--- src/rtl/bcd_pkg.sv ---
// Shared types and sizing helpers for the sequential binary-to-BCD converter.
package bcd_pkg;

    typedef enum logic [1:0] {
        IDLE,
        CONV,
        DONE
    } state_t;

    typedef logic [3:0] digit_t;

    // ceil(w * log10(2)) using a fixed-point approximation of log10(2)
    function automatic int digits_for(input int w);
        return (w * 30103 + 99999) / 100000;
    endfunction

endpackage

--- src/rtl/bcd_digit_dbl.sv ---
// One registered decimal digit: d' = 2*d + cin with decimal correction.
module bcd_digit_dbl
    import bcd_pkg::*;
(
    input  logic   clk,
    input  logic   rst,
    input  logic   clr,
    input  logic   en,
    input  logic   cin,
    output digit_t digit,
    output logic   cout
);

    logic [4:0] t;

    // {d, cin} is exactly 2*d + cin
    assign t    = {digit, cin};
    assign cout = (t > 5'd9);

    always_ff @(posedge clk) begin
        if (rst || clr) begin
            digit <= '0;
        end else if (en) begin
            digit <= cout ? digit_t'(t - 5'd10) : t[3:0];
        end
    end

endmodule

--- src/rtl/bin_to_bcd_seq.sv ---
// Handshaked MSB-first binary-to-BCD converter, one bit per clock,
// with optional two's-complement input and sticky decimal overflow.
module bin_to_bcd_seq
    import bcd_pkg::*;
#(
    parameter int BIN_W  = 16,
    parameter int DIGITS = 5,
    parameter bit SIGNED = 1'b0
) (
    input  logic                clk,
    input  logic                rst,
    input  logic                in_valid,
    output logic                in_ready,
    input  logic [BIN_W-1:0]    bin_in,
    output logic                out_valid,
    input  logic                out_ready,
    output logic [4*DIGITS-1:0] bcd_out,
    output logic                sign_out,
    output logic                overflow
);

    localparam int CNT_W = $clog2(BIN_W);

    if (BIN_W < 2) begin : g_bad_bin_w
        $error("BIN_W must be >= 2");
    end
    if (DIGITS < 1) begin : g_bad_digits
        $error("DIGITS must be >= 1");
    end

    state_t             state;
    state_t             state_nx;
    logic [BIN_W-1:0]   shreg;
    logic [BIN_W-1:0]   mag;
    logic [CNT_W-1:0]   cnt;
    logic               accept;
    logic               shift;
    logic [DIGITS:0]    carry;

    assign in_ready = (state == IDLE);
    assign accept   = in_ready && in_valid;
    assign shift    = (state == CONV);

    // most negative value negates to itself, which is the correct magnitude
    assign mag = (SIGNED && bin_in[BIN_W-1]) ? -bin_in : bin_in;

    assign carry[0] = shreg[BIN_W-1];

    for (genvar gi = 0; gi < DIGITS; gi++) begin : g_dig
        bcd_digit_dbl u_dig (
            .clk   (clk),
            .rst   (rst),
            .clr   (accept),
            .en    (shift),
            .cin   (carry[gi]),
            .digit (bcd_out[4*gi +: 4]),
            .cout  (carry[gi+1])
        );
    end

    always_comb begin
        state_nx = state;
        unique case (state)
            IDLE:    if (in_valid)  state_nx = CONV;
            CONV:    if (cnt == '0) state_nx = DONE;
            DONE:    if (out_ready) state_nx = IDLE;
            default: state_nx = IDLE;
        endcase
    end

    always_ff @(posedge clk) begin
        if (rst) begin
            state     <= IDLE;
            shreg     <= '0;
            cnt       <= '0;
            sign_out  <= 1'b0;
            overflow  <= 1'b0;
            out_valid <= 1'b0;
        end else begin
            state     <= state_nx;
            out_valid <= (state_nx == DONE);
            if (accept) begin
                shreg    <= mag;
                cnt      <= CNT_W'(BIN_W - 1);
                sign_out <= SIGNED && bin_in[BIN_W-1];
                overflow <= 1'b0;
            end else if (shift) begin
                shreg    <= shreg << 1;
                cnt      <= cnt - 1'b1;
                overflow <= overflow | carry[DIGITS];
            end
        end
    end

endmodule

--- config.mk ---
export PLATFORM = sky130hd
export DESIGN_NAME = bin_to_bcd_seq
export DESIGN_NICKNAME = d
export VERILOG_FILES = /design/src/rtl/bcd_pkg.sv /design/src/rtl/bcd_digit_dbl.sv /design/src/rtl/bin_to_bcd_seq.sv
export SDC_FILE = /design/constraint.sdc
export NUM_CORES = 1
export LEC_CHECK = 0
export ABC_AREA = 1
export CAP_MARGIN = 20
export CORE_ASPECT_RATIO = 1.75
export CORE_MARGIN = 5
export CORE_UTILIZATION = 25
export CTS_BUF_LIST = sky130_fd_sc_hd__clkbuf_2 sky130_fd_sc_hd__clkbuf_4 sky130_fd_sc_hd__clkbuf_8
export CTS_CLUSTER_DIAMETER = 200
export CTS_CLUSTER_SIZE = 25
export DETAILED_ROUTE_END_ITERATION = 6
export PLACE_DENSITY = 0.55
export RECOVER_POWER = 100
export SLEW_MARGIN = 0
export SYNTH_ARGS = -nofsm -noshare
export SYNTH_HDL_FRONTEND = slang
export SYNTH_HIERARCHICAL = 1
export SYNTH_SLANG_ARGS = --single-unit
export TNS_END_PERCENT = 50
--- constraint.sdc ---
create_clock -name clk -period 5.7 [get_ports clk]
set_clock_uncertainty 0.2 [all_clocks]
set_input_delay 1.14 -clock clk [delete_from_list [all_inputs] [get_ports clk]]
set_output_delay 1.14 -clock clk [all_outputs]
set_load 0.005 [all_outputs]
Word level (Yosys, flattened, before mapping)
Cells that the tools add are included.
{ "word_totals": {"ram_bits": 0, "output_inout_bits": 24, "latch_bits": 0, "mem_count": 0, "regBits": 44, "romBits": 0} }
{ "op_classes": {"add_sub_neg": 6, "n_reduce_logical": 6, "order_cmp": 5, "n_eq_ne": 3, "n_div": 0, "n_shift": 0, "muxes": 13, "bitwise": 1, "multipliers": 0} }
{ "ops": {"columns": ["op", "n"], "rows": [
  ["16-bit 2-to-1 mux", 2],
  ["4-bit 2-to-1 mux", 7],
  ["5-bit by 4-bit greater-than comparator with 1-bit output, second input constant", 5],
  ["4-bit subtractor, second input constant", 5],
  ["2-bit 2-to-1 mux", 3],
  ["2-bit one-hot mux with 3 select lines", 1],
  ["2-bit equality test, second input constant", 2],
  ["4-bit logical NOT", 1],
  ["4-bit by 1-bit subtractor with 4-bit output, second input constant", 1],
  ["2-bit by 1-bit equality test with 1-bit output, second input constant", 1],
  ["2-bit logical NOT", 1],
  ["2-bit nonzero test", 1],
  ["2-bit OR reduction", 1],
  ["1-bit logical AND", 1],
  ["1-bit logical OR", 1],
  ["1-bit OR", 1]
]} }

Longest topological paths before layout
{ "logic_depth": {"word_depth": 6, "ltp_mapped": 29, "mapped_depth_nobuf": 29} }

By module
The synthesis kept the hierarchy.
{ "modules_own_cells": {"columns": ["mod", "n_inst", "area_each_um2", "cells_each"], "rows": [
  ["bcd_digit_dbl", 5, 282.8, 44],
  ["bin_to_bcd_seq", 1, 1067.3, 139]
]} }

Least setup slack after synthesis
OpenSTA, ideal clock, no wires.
{ "synth_path": {"path_kind": "reg-to-reg", "startpoint": "register g_dig[0].u_dig.digit[0]", "endpoint": "register overflow", "period_less_slack_ns": 2.733, "required_time_ns": 5.420, "path_slack_ns": 2.967, "arrival_time_ns": 2.454, "stages_incl_launch_ff": 26, "n_path_buf": 0, "setup_ns": 0.080, "cell_sequence": "dfxtp_1 > inv_1 > ha_1 > inv_1 > nand2_1 > nand3_2 > nand2_2 > inv_1 > nand3_2 > nand3_2 > nand2_2 > inv_1 > nand3_2 > nand3_2 > nand2_2 > inv_1 > nand3_2 > nand3_2 > nand2_2 > inv_1 > nand3_2 > nand3_2 > nand2_2 > inv_1 > nand2_1 > a211oi_2"} }
{ "synth_between": {"elab_chain_cells": 6} }
{ "synth_lines": {"columns": ["element", "line", "rtl"], "rows": [
  ["start: declaration", "bcd_digit_dbl.sv:10", "output digit_t digit,"],
  ["start signal: assignment", "bcd_digit_dbl.sv:24", "digit <= cout ? digit_t'(t - 5'd10) : t[3:0];"],
  ["5-bit by 4-bit greater-than comparator with 1-bit output", "bcd_digit_dbl.sv:18", "assign cout = (t > 5'd9);"],
  ["named net carry[1]", "bin_to_bcd_seq.sv:38", "logic [DIGITS:0] carry;"],
  ["5-bit by 4-bit greater-than comparator with 1-bit output", "bcd_digit_dbl.sv:18", null],
  ["named net carry[2]", "bin_to_bcd_seq.sv:38", null],
  ["5-bit by 4-bit greater-than comparator with 1-bit output", "bcd_digit_dbl.sv:18", null],
  ["named net carry[3]", "bin_to_bcd_seq.sv:38", null],
  ["5-bit by 4-bit greater-than comparator with 1-bit output", "bcd_digit_dbl.sv:18", null],
  ["named net carry[4]", "bin_to_bcd_seq.sv:38", null],
  ["5-bit by 4-bit greater-than comparator with 1-bit output", "bcd_digit_dbl.sv:18", null],
  ["named net carry[5]", "bin_to_bcd_seq.sv:38", null],
  ["1-bit OR", "bin_to_bcd_seq.sv:90", "overflow <= overflow | carry[DIGITS];"],
  ["end signal: assignment", "bin_to_bcd_seq.sv:90", null],
  ["end: declaration", "bin_to_bcd_seq.sv:19", "output logic overflow"]
]} }
The timed path passes the listed nets, and every way through them passes these cells.
A chain may end at the register's enable or synchronous reset.

Worst setup path in the final report
Same ends and word-level chain as after synthesis.

==> run_summary.xml <==
<?xml version="1.0" encoding="UTF-8"?>
<metrics>
  <group name="status">
    <metric name="status" unit="">complete, no violations</metric>
  </group>
  <group name="clock_tree">
    <metric name="cts_tree" unit="">built</metric>
    <metric name="post_cts_resized" unit="">0</metric>
    <metric name="cts_sinks" unit="">44</metric>
    <metric name="postCtsSetupBuffers" unit="">0</metric>
    <metric name="clock_tree.buffer_depth" unit="">2</metric>
    <metric name="cts_made_buffers" unit="">5</metric>
    <metric name="cts.clk_slew.worst_paths" unit="ps">90</metric>
    <metric name="holdBufCountCts" unit="">0</metric>
    <metric name="clock_latency" unit="ps">310</metric>
    <metric name="cts-root-buf" unit="">clkbuf_8</metric>
    <metric name="cts_htree_levels" unit="">2</metric>
  </group>
  <group name="flow_run">
    <metric name="drv_cap" unit="">0</metric>
  </group>
  <group name="power">
    <metric name="power.static_leakage" unit="nW">1.35</metric>
    <metric name="max-vdd-ir-drop" unit="mV">0.0857</metric>
    <metric name="powerDensity" unit="mW/mm^2">254</metric>
  </group>
  <group name="sta">
    <metric name="setup-tns-final" unit="ps">0</metric>
    <metric name="timing.final.crit_period" unit="ps">3180</metric>
    <metric name="layout_worst_path_cycle_share" unit="%">55.7</metric>
    <metric name="max_slew_margin" unit="%">20.8</metric>
    <metric name="rsz0062_at_grt" unit="">no</metric>
    <metric name="final-max-slew-violation-count" unit="">0</metric>
    <metric name="tightestPinTransition" unit="ps">1190</metric>
    <metric name="hold_violations" unit="">0</metric>
    <metric name="fmaxAchievable" unit="MHz">315</metric>
    <metric name="report.final.setup_viol" unit="">0</metric>
  </group>
  <group name="critical_path">
    <metric name="endpoint_kind" unit="">register</metric>
    <metric name="timing.critical_path.from_type" unit="">register</metric>
    <metric name="critPathKind" unit="">register to register</metric>
    <metric name="arrival_time_reported_for_the_critical_path_endpoint" unit="ps">3190</metric>
    <metric name="path_max_fanout" unit="">4</metric>
    <metric name="worst_ep_required_time" unit="ps">5720</metric>
    <metric name="reg2reg_from" unit="">g_dig[0].u_dig/digit[0]$_SDFFE_PP0P_</metric>
    <metric name="worstSetupStartpoint" unit="">g_dig[0].u_dig/digit[0]$_SDFFE_PP0P_</metric>
  </group>
  <group name="synth">
    <metric name="fraction_of_registers_with_async_set_or_reset_after_synthesis" unit="%">0</metric>
    <metric name="yosys.cell_types.count" unit="">28</metric>
    <metric name="sequential_share_of_the_synthesized_area" unit="%">35.5</metric>
    <metric name="primary_flip_flop_cell_chosen_by_synthesis_mapping" unit="">dfxtp_1</metric>
    <metric name="number_of_enable_flip_flop_cells_after_synthesis" unit="">0</metric>
    <metric name="yosys.area.top_type" unit="">dfxtp_1</metric>
    <metric name="synth_seq_cells" unit="">44</metric>
    <metric name="number_of_synthesis_warnings" unit="">6</metric>
    <metric name="synth.cells.most_frequent" unit="">82 x nand2_1, 55 x inv_1, 44 x dfxtp_1, 42 x nor2_1, 24 x nand3_1</metric>
    <metric name="synth_top_cell_area_share" unit="%">35.5</metric>
    <metric name="post-synth-top-count-cell" unit="">nand2_1</metric>
    <metric name="mapped_area" unit="sq mm">0.00248</metric>
    <metric name="synth.top_cells.by_area" unit="">dfxtp_1 36%, nand2_1 12%, inv_1 8.3%</metric>
    <metric name="post_synth.cell_area_avg" unit="sq um">6.91</metric>
    <metric name="synth_fp_nets" unit="">390</metric>
    <metric name="synthesis.instances" unit="">359</metric>
  </group>
  <group name="global_routing">
    <metric name="grt.overflow.total" unit="">0</metric>
    <metric name="grt_pass1_wl" unit="um">10200</metric>
    <metric name="first_global_vias" unit="">2295</metric>
    <metric name="grt_util_all_layers" unit="%">10.4</metric>
    <metric name="grt_max_degree" unit="">49</metric>
    <metric name="grt_antenna_before_repair" unit="">0</metric>
  </group>
  <group name="final_layout">
    <metric name="number_of_antenna_cells_inserted" unit="">0</metric>
    <metric name="finish.net_count" unit="">434</metric>
    <metric name="final_layout_size_suffix_gt1_share" unit="%">8.91</metric>
    <metric name="stdcell_area" unit="sq mm">0.00308</metric>
    <metric name="area_growth" unit="%">24.1</metric>
    <metric name="fillCellCount" unit="">1081</metric>
  </group>
  <group name="die">
    <metric name="core_area" unit="sq mm">0.00979</metric>
    <metric name="die_width" unit="um">85.3</metric>
    <metric name="number_of_placement_rows" unit="">48</metric>
    <metric name="start_util" unit="%">25.3</metric>
    <metric name="boundaryPins" unit="">44</metric>
    <metric name="dieArea" unit="sq mm">0.0121</metric>
    <metric name="chipHeight" unit="um">142</metric>
  </group>
  <group name="detailed_routing">
    <metric name="avgViaCountPerCell" unit="">4.48</metric>
    <metric name="antenna_left" unit="">0</metric>
    <metric name="drt_first_iter_violations" unit="">96</metric>
    <metric name="totalWireLength" unit="um">5890</metric>
    <metric name="firstDrtPassIters" unit="">4</metric>
    <metric name="drc" unit="">0</metric>
    <metric name="drt-wirelength-per-cell" unit="um">11.1</metric>
    <metric name="detailroute.via_count" unit="">2368</metric>
  </group>
  <group name="placed_design">
    <metric name="post-dp-hpwl" unit="um">4320</metric>
    <metric name="portBuffers" unit="">42</metric>
    <metric name="placed_area" unit="sq mm">0.00301</metric>
    <metric name="place_congestion" unit="">0.750</metric>
  </group>
  <group name="min_path">
    <metric name="worstHoldPathType" unit="">register to register</metric>
    <metric name="worst_hold_startpoint" unit="">shreg[0]$_SDFFE_PP0P_</metric>
  </group>
</metrics>
sequential cells by signal, summed over array words and instances (netlist names):
name	flops
shreg	16
overflow	1
out_valid	1
cnt	4
g_dig.u_dig/digit	20
state	2
worst max-delay path, cell delays in order, from the launching register on:
cell and delay, ps:
dfxtp_1 370, inv_1 100, ha_1 200, inv_1 100, nand2_1 70, nand3_2 100
nand2_2 60, inv_1 100, nand3_2 110, nand3_2 100, nand2_2 60, inv_1 100
nand3_2 100, nand3_1 120, nand2_2 70, inv_1 100, nand3_1 130, nand3_1 140
nand2_2 70, inv_1 90, nand3_2 110, nand3_2 100, nand2_2 60, inv_1 50
nand2_1 50, a211oi_1 200
through the flow:
stage	worst slack [ps]	util, %	hold slack [ps]	cells	power (mW)
global route	2080	31.4	311	529	0.843
global placement	2780	30.8	255	521	0.583
floorplan	2970	-	243	359	0.511
CTS	2610	31.7	275	529	0.807
finish	2520	31.4	274	529	0.782
detailed placement	2660	30.8	261	521	0.586
where the power goes:
part / total [mW] / switching (mW) / internal [mW]
registers: 0.364 / 0.0282 / 0.336
logic: 0.204 / 0.120 / 0.0841
clock network: 0.213 / 0.116 / 0.0970
cells by family after synthesis:
group | count (synthesis) | synth area share, %
DFF | 44 | 35.5
and+or+nand+nor | 179 | 34.1
buffers and inverters | 65 | 11.4
adders and majority gates | 11 | 5.55
other | 1 | 0.151
AOI/OAI and AO/OA | 59 | 13.2
routing by layer:
| layer | GRT usage [%] | up-vias | share of wire [%] | wire length (um) |
|---|---|---|---|---|
| li1 | - | 1233 | - | - |
| met1 | 11.2 | 1076 | 40 | 2370 |
| met2 | 18.5 | 48 | 52 | 3080 |
| met3 | 2.27 | 11 | 4.4 | 258 |
| met4 | 5.84 | 0 | 3.0 | 177 |
| met5 | 0 | - | 0 | 0 |
worst paths after layout:
path / cells after the start / slack [ps] / endpoint
setup / recovery: 25 / 2520 / overflow$_SDFFE_PP0P_
hold / removal: 2 / 270 / shreg[0]$_SDFFE_PP0P_
hold reg to reg: 2 / 270 / shreg[0]$_SDFFE_PP0P_
setup reg to reg: 25 / 2520 / overflow$_SDFFE_PP0P_
final cells by class:
class	count	area, sq um	area share [%]
multi-input combinational	250	1290	42.0
sequential	44	881	28.6
timing repair buffer	44	432	14.0
inverter	58	223	7.24
tap	125	156	5.08
clock buffer	6	82.6	2.68
clock inverter	2	10.0	0.325
layout by cell type (no fill, tap or decap), drive strengths merged:
cell type	Yosys	final
nand2	92	92
inv	58	58
dfxtp	44	44
nor2	44	44
nand3	39	39
o21ai	24	24
dlygate4sd3	0	23
clkdlybuf4s50	0	19
a21oi	18	18
a31oi	15	15
ha	11	11
clkbuf	2	7
nand3b	2	2
a211oi	2	2
clkinv	0	2
nor3	1	1
nand4	1	1
conb	1	1
buf	5	1
No activity file was read; power rests on OpenSTA's default activity.
